==> src/rtl/dilated_tap_cache.sv <==
// Causal activation history for a dilated conv1d: stores each accepted vector in a ring
// and presents x[t-3*DIL], x[t-2*DIL], x[t-DIL], x[t] with a one-cycle out_v pulse.
module dilated_tap_cache #(
    parameter int W        = 16,
    parameter int D        = 8,
    parameter int DILATION = 4
) (
    input  logic             clk,
    input  logic             rst,
    input  logic             inp_v,
    input  logic [D*W-1:0]   packed_in,
    output logic             in_ready,
    output logic [D*W-1:0]   packed_a0,
    output logic [D*W-1:0]   packed_a1,
    output logic [D*W-1:0]   packed_a2,
    output logic [D*W-1:0]   packed_a3,
    output logic             out_v,
    output logic [1:0]       dbg_state
);
    // Handshake: packed_in is taken on a rising edge where inp_v && in_ready; inp_v seen while
    // in_ready is low is dropped. out_v marks the single cycle in which new taps are presented.

    localparam int DEPTH = 3*DILATION + 1;
    localparam int AW    = $clog2(DEPTH);
    localparam logic [AW-1:0] OFF1 = AW'(DILATION);
    localparam logic [AW-1:0] OFF2 = AW'(2*DILATION);
    localparam logic [AW-1:0] OFF3 = AW'(3*DILATION);
    localparam logic [AW-1:0] LAST = AW'(DEPTH-1);

    typedef enum logic [1:0] {IDLE, WRITE, READ, OUTPUT} state_t;

    state_t            state, state_n;
    logic [D*W-1:0]    mem [DEPTH];
    logic [D*W-1:0]    rd_data;
    logic [D*W-1:0]    cur, tap0, tap1;
    logic [AW-1:0]     wr_ptr, fill, rd_off, rd_addr;
    logic [1:0]        tap_cnt;

    // DEPTH is generally not a power of two, so wrap explicitly; LAST-off+1 avoids
    // needing DEPTH itself to fit in AW bits.
    function automatic logic [AW-1:0] tap_addr(input logic [AW-1:0] ptr, input logic [AW-1:0] off);
        if (ptr >= off) return ptr - off;
        else            return ptr + (LAST - off) + AW'(1);
    endfunction

    always_comb begin
        rd_off = OFF1;
        if (state == WRITE)                       rd_off = OFF3;
        else if (state == READ && tap_cnt == 2'd0) rd_off = OFF2;
        rd_addr = tap_addr(wr_ptr, rd_off);
    end

    always_comb begin
        state_n = state;
        case (state)
            IDLE:    if (inp_v) state_n = WRITE;
            WRITE:   state_n = READ;
            READ:    if (tap_cnt == 2'd2) state_n = OUTPUT;
            OUTPUT:  state_n = IDLE;
            default: state_n = IDLE;
        endcase
    end

    always_ff @(posedge clk) begin
        if (rst) state <= IDLE;
        else     state <= state_n;
    end

    // History RAM: not reset, stale entries are masked through fill.
    always_ff @(posedge clk) begin
        if (!rst && state == WRITE) mem[wr_ptr] <= cur;
        rd_data <= mem[rd_addr];
    end

    always_ff @(posedge clk) begin
        if (rst) begin
            wr_ptr    <= '0;
            fill      <= '0;
            cur       <= '0;
            tap0      <= '0;
            tap1      <= '0;
            tap_cnt   <= '0;
            packed_a0 <= '0;
            packed_a1 <= '0;
            packed_a2 <= '0;
            packed_a3 <= '0;
        end else begin
            case (state)
                IDLE:  if (inp_v) cur <= packed_in;
                WRITE: tap_cnt <= 2'd0;
                READ: begin
                    tap_cnt <= tap_cnt + 2'd1;
                    if (tap_cnt == 2'd0) tap0 <= rd_data;
                    if (tap_cnt == 2'd1) tap1 <= rd_data;
                    if (tap_cnt == 2'd2) begin
                        // Taps land a cycle early so they are stable while out_v is high.
                        packed_a0 <= (fill >= OFF3) ? tap0 : '0;
                        packed_a1 <= (fill >= OFF2) ? tap1 : '0;
                        packed_a2 <= (fill >= OFF1) ? rd_data : '0;
                        packed_a3 <= cur;
                    end
                end
                OUTPUT: begin
                    wr_ptr <= (wr_ptr == LAST) ? '0 : wr_ptr + AW'(1);
                    fill   <= (fill == OFF3) ? fill : fill + AW'(1);
                end
                default: ;
            endcase
        end
    end

    assign in_ready  = (state == IDLE);
    assign out_v     = (state == OUTPUT);
    assign dbg_state = state;

endmodule
==> config.mk <==
export PLATFORM = sky130hd
export DESIGN_NAME = dilated_tap_cache
export DESIGN_NICKNAME = d
export VERILOG_FILES = /design/src/rtl/dilated_tap_cache.sv
export SDC_FILE = /design/constraint.sdc
export NUM_CORES = 2
export LEC_CHECK = 0
export ABC_AREA = 1
export BUFFER_PORTS_ARGS = -buffer_cell sky130_fd_sc_hd__clkbuf_2
export CORE_MARGIN = 3
export CORE_UTILIZATION = 34
export DETAILED_ROUTE_END_ITERATION = 8
export PLACE_DENSITY = 0.53
export SETUP_SLACK_MARGIN = 0.1
export SLEW_MARGIN = 0
export SYNTH_ARGS = -nofsm -noshare
export SYNTH_HDL_FRONTEND = slang
export SYNTH_SLANG_ARGS = --single-unit
==> constraint.sdc <==
create_clock -name clk -period 22.7 [get_ports clk]
set_input_delay 5.675 -clock clk [delete_from_list [all_inputs] [get_ports clk]]
set_output_delay 5.675 -clock clk [all_outputs]
set_load 0.1 [all_outputs]
== Yosys cells after proc, flatten, opt, wreduce, memory -nomap -nowiden ==
Memories as Yosys holds them, arrays and structs flattened. A register that Yosys moved wholly into a read port is not among the register bits.
Index checks and enable logic that the tools add are counted.
Widths: inputs -> output; s select.
Cells by class
  bitwise logic cells: 1
  add/sub/neg operators: 7
  order comparisons: 4
  mux-type cells: 13
  eq/ne operators: 9
  reduce and logical (&&, ||, !) cells: 12
Operators by type and width (number)
  $mux 128: 3
  $mux 4: 4
  $add 4x1->4 const B: 3
  $reduce_and 2->1: 6
  $eq 4x4->1 const B: 2
  $ge 4x4->1 const B: 2
  $pmux 2 s4: 1
  $eq 2x2->1 const B: 3
  $add 4x4->4: 1
  $eq 2x1->1 const B: 2
  $ge 4x3->1 const B: 1
  $ge 4x4->1: 1
  $logic_not 2->1: 2
  $mux 2: 2
  $pmux 2 s2: 1
  $sub 4x4->4: 1
  $sub 4x4->4 const A: 1
  $add 2x1->2 const B: 1
  $logic_and 1x1->1: 2
  $mux 1: 2
  $ne 2x1->1 const B: 1
  $ne 2x2->1 const B: 1
  $reduce_bool 2->1: 1
  $logic_not 1->1: 1
  $not 1->1: 1
Word-level totals
  RAM bits: 1664
  bits in registers: 908
  memories: 1
Memory list
  mem: words 13, bits a word 128, read ports 1, clocked after Yosys merged registers in 1, wr ports 1, line 33  | logic [D*W-1:0] mem [DEPTH];

== Logic depth before layout (Yosys ltp) ==
  depth after elaboration: 8
  gate-level depth with buffers: 22
  depth with buffers taken out: 18

== Least setup slack after synthesis ==
No wires, ideal clock.
  kind: input to register
  start point: input rst
  end point: memory mem[12][0] in the netlist's numbering (enable)
  arrival: 14819 ps
  data required time: 21928 ps
  cell stages on the path: 3
  path slack: 7110 ps
  cell sequence: clkbuf_1 clkbuf_1 nor3_1
Between the ends
  word-level cells in the longest chain between the ends: 4
Ends and longest elaborated chain
  start, declared: line 9  | input logic rst,
  $logic_not 1->1: line 71  | if (!rst && state == WRITE) mem[wr_ptr] <= cur;
  $logic_and 1x1->1: line 71
  $mux 1: line 71
  $mux 1 (not written as such): line 71
  end, declared: line 33
No other way between the ends.

== Worst setup path in the final report ==
  start point: input rst
  end point: memory mem[2][26] in the netlist's numbering (enable)
The elaborated chain is that of the path after synthesis.

==> out/qor.txt <==
Status = finished clean
Detail Route Antenna Nets = 0
Count of final hold-check violations = 0
Flop pwr share = 37.2%
Crit path capture type = register
Gp weighted congestion = 0.789
Clock Sink Count = 2700
CP delay by family, top = buffers and inverters
Fin crit period = 8.63 ns
Final number of max-transition violations = 0
H-tree depth = 5
Startpoint types = primary input
Yosys reg bits = 2700
Setup bufs post-CTS = 0
Cell Chain, Critical Path = clkbuf_8, nor2_1, nand2_1, nor2_4, buf_4, buf_4, buf_4
Peak Freq = 0.116 GHz
Cell row count = 204
Logic pwr share = 34.8%
Top post-synthesis cells by area = edfxtp_1 47%, dfxtp_1 20%, nand3_1 9.0%
Post-synthesis cell type count = 30
Fraction of registers with async set/reset = 0%
Crit path buf inv count = 4
CTS root buf = clkbuf_16
Min-Delay Endpoint = packed_a1[92]
Period utilization = 38.0%
Met3 WL = 22400 um
CP arrival = 9.11 ns
Cts hold-fix bufs = 0
Starting DRT DRC Count = 6610
Worst reg2reg endpoint = rd_data[90]
Post-DP HPWL = 190000 um
Post-CTS Resized = 0
HP Class = register to register
Initial core utilization = 34.3%
Synth warn = 0
Most common library cells after synthesis = 1904 x nand3_1, 1664 x edfxtp_1, 1549 x nand2_1
Full die area = 319000 um2
GRT Total Usage = 20.0%
Mapped cell area = 106000 um2
Dominant synthesized flop cell = edfxtp_1
Net Sw Frac = 41.7%
Max incr delay on CP = 0.86 ns
Clock power frac = 28.0%
Vias = 77.3k
Highest-delay cell along the critical path = buf_4
Top routing layer used = met5
Io pins = 647
Area leader, netlist = edfxtp_1
Wirelength per Cell = 21.2 um
Met1 WL = 158000 um
Leakage = 50.3 nW
Pin count of the biggest net entering global routing = 178
Worst Tran Pin Value = 1.12 ns
Hold path depth = 2
Hold Crit Start = packed_a1[92]
DRC viols = 0
Max rail drop VDD = 0.222 mV
PwrDens = 140 nW/um2
Drt total wl = 331000 um
Ratio of cells with drive above 1 in the final layout = 11.1%
Crit Path Max Fanout = 57
Latest clock arrival within the worst-skew pair = 0.88 ns
DIE WIDTH = 565 um
Total negative slack = 0 ns
R2R setup slack = 15.91 ns
Syn Inst Count = 10.8k
Sw power = 7.15 mW
Post-synth top area share = 47.1%
Initial antenna violation count = 31
Die Ht = 565 um
Total power = 17.1 mW
WS Path Type = primary input to register
Register-to-Register Path Depth = 18
Max-cap viol count = 0
Via density per instance = 4.96
Clock Skew = 0.0325 ns
Global-route wire length before repair = 484000 um
Layout area overhead = 15.2%
WL met2 = 143000 um
PortBufs = 646
RR Startpoint = dbg_state[0]
Post-layout nets = 11.3k
Slew headroom = 25.1%
Gr ovfl total = 0
Synth Net Count = 11.0k
FILL cells = 30.2k
CTS clock-pin slew for the worst setup and hold paths = 0.06 ns
Internal power = 9.97 mW
Most common cell in the netlist = nand3_1
CTS max path bufs = 4
Unrepaired setup endpoints after global routing = false
Sequential area share after synthesis = 66.6%
CTS tree = yes
Post-synth EDFFs = 1664
Vias in the first global route = 73.0k
First-pass iteration count of the detailed router = 6
Core Region = 310000 um2
Setup violations, final = 0
Mean post-synth cell area = 9.78 um2
Cts bufs inserted = 302
Critical Path RT = 23.18 ns
Most Frequent Cell on Critical Path = buf_4
kinds of logic (layout without fill, tap and decap cells):
| logic type | Yosys count | count (layout) | share of synthesized area, % |
|---|---|---|---|
| simple gates | 4982 | 4982 | 20.0 |
| flops | 2700 | 2700 | 66.6 |
| xor+xnor | 3 | 3 | 0.0318 |
| fa+ha+maj | 18 | 18 | 0.219 |
| other cells | 0 | 22 | 0 |
| buf+inv | 2099 | 2686 | 7.87 |
| compound gates | 1044 | 1044 | 5.24 |
state kept, by name, indices dropped and copies added, names as in the netlist:
signal,flops
mem,1664
tap0,128
packed_a2,128
cur,128
wr_ptr,4
packed_a0,128
packed_a3,128
tap_cnt,2
fill,4
tap1,128
rd_data,128
packed_a1,128
dbg_state,2
routing by layer:
metal  track usage [%]  up-vias
met2              30.3     2533
li1                  -    36400
met1              30.0    37800
met3              3.01      456
met4              4.71       10
met5                 0        -
worst register-to-register path, stage by stage (launching register included):
cell,delay [ns]
dfxtp_1,0.47
inv_1,0.12
ha_1,0.36
nand2_4,0.18
inv_4,0.07
nand2_1,0.10
ha_1,0.16
inv_1,0.05
fa_1,0.39
inv_1,0.24
nand3_4,0.84
nand2_8,1.19
buf_4,0.75
buf_4,0.72
nand2_1,0.17
nand3_1,0.13
nand3_1,0.09
nand3_1,0.20
nand2_1,0.32
layout by cell type, fill, tap and decap left out, types with 2 or more instances in the layout:
master	Yosys	final
nand2_4	2	7
inv_4	0	2
nand2_8	0	3
nor2_4	0	13
clkinvlp_4	0	7
or2_2	35	35
inv_1	1375	1372
dfxtp_1	1036	1035
a22oi_1	128	128
buf_12	0	9
inv_8	0	3
clkbuf_16	0	310
clkbuf_8	0	31
clkinv_4	0	2
nand3_4	0	2
o21ai_0	646	646
xor2_1	2	2
nand3_1	1904	1903
bufinv_16	0	16
inv_2	3	2
clkbuf_2	0	645
nor2_1	1485	1472
clkinv_2	0	46
edfxtp_1	1664	1664
inv_6	0	10
clkinv_1	2	41
nand2_1	1549	1543
buf_4	2	106
clkinv_8	0	5
a21oi_1	264	264
ha_1	17	17
clkbuf_1	360	74
diode_2	0	22
o21ai_4	0	3
inv_16	0	3
worst max path at each step:
stage | start | to | cells after the start
after floorplan | rst | mem[12][0] | 3
after global placement | rst | mem[0][61] | 7
after detailed placement | rst | mem[1][12] | 7
after CTS | rst | mem[1][26] | 7
after global routing | rst | mem[2][26] | 7
final | rst | mem[2][26] | 7
final cells by class:
cell class | instances | area (um2) | area share [%]
multi-input cells | 6047 | 27300 | 22.3
inverters | 1380 | 5210 | 4.26
clock inverters | 130 | 1180 | 0.969
well taps | 4120 | 5150 | 4.22
repair buffers | 761 | 4220 | 3.45
clock buffers | 415 | 8460 | 6.92
flip-flops and latches | 2700 | 70700 | 57.8
diodes | 22 | 55.1 | 0.0450
through the flow:
| stage | hold slack (ns) | instances | area (um2) | util (%) | worst slack [ns] |
|---|---|---|---|---|---|
| final | 0.464 | 15600 | 122000 | 39.5 | 14.07 |
| after global routing | 0.482 | 15600 | 122000 | 39.5 | 13.94 |
| after CTS | 0.464 | 15600 | 122000 | 39.5 | 14.15 |
| after detailed placement | 0.456 | 15000 | 113000 | 36.4 | 13.22 |
| after global placement | 0.455 | 15000 | 113000 | 36.4 | 13.22 |
| after floorplan | 0.456 | 10800 | 106000 | - | 7.11 |
power by group through the flow:
| stage | Sequential [mW] | Combinational, mW | Clock (mW) |
|---|---|---|---|
| after global placement | 6.47 | 5.89 | 0 |
| after CTS | 6.38 | 5.93 | 4.90 |
| after global routing | 6.43 | 6.49 | 5.09 |
| final | 6.37 | 5.95 | 4.79 |
| after floorplan | 6.14 | 3.52 | 0 |
| after detailed placement | 6.49 | 5.91 | 0 |
No activity file was read; power rests on OpenSTA's default activity.
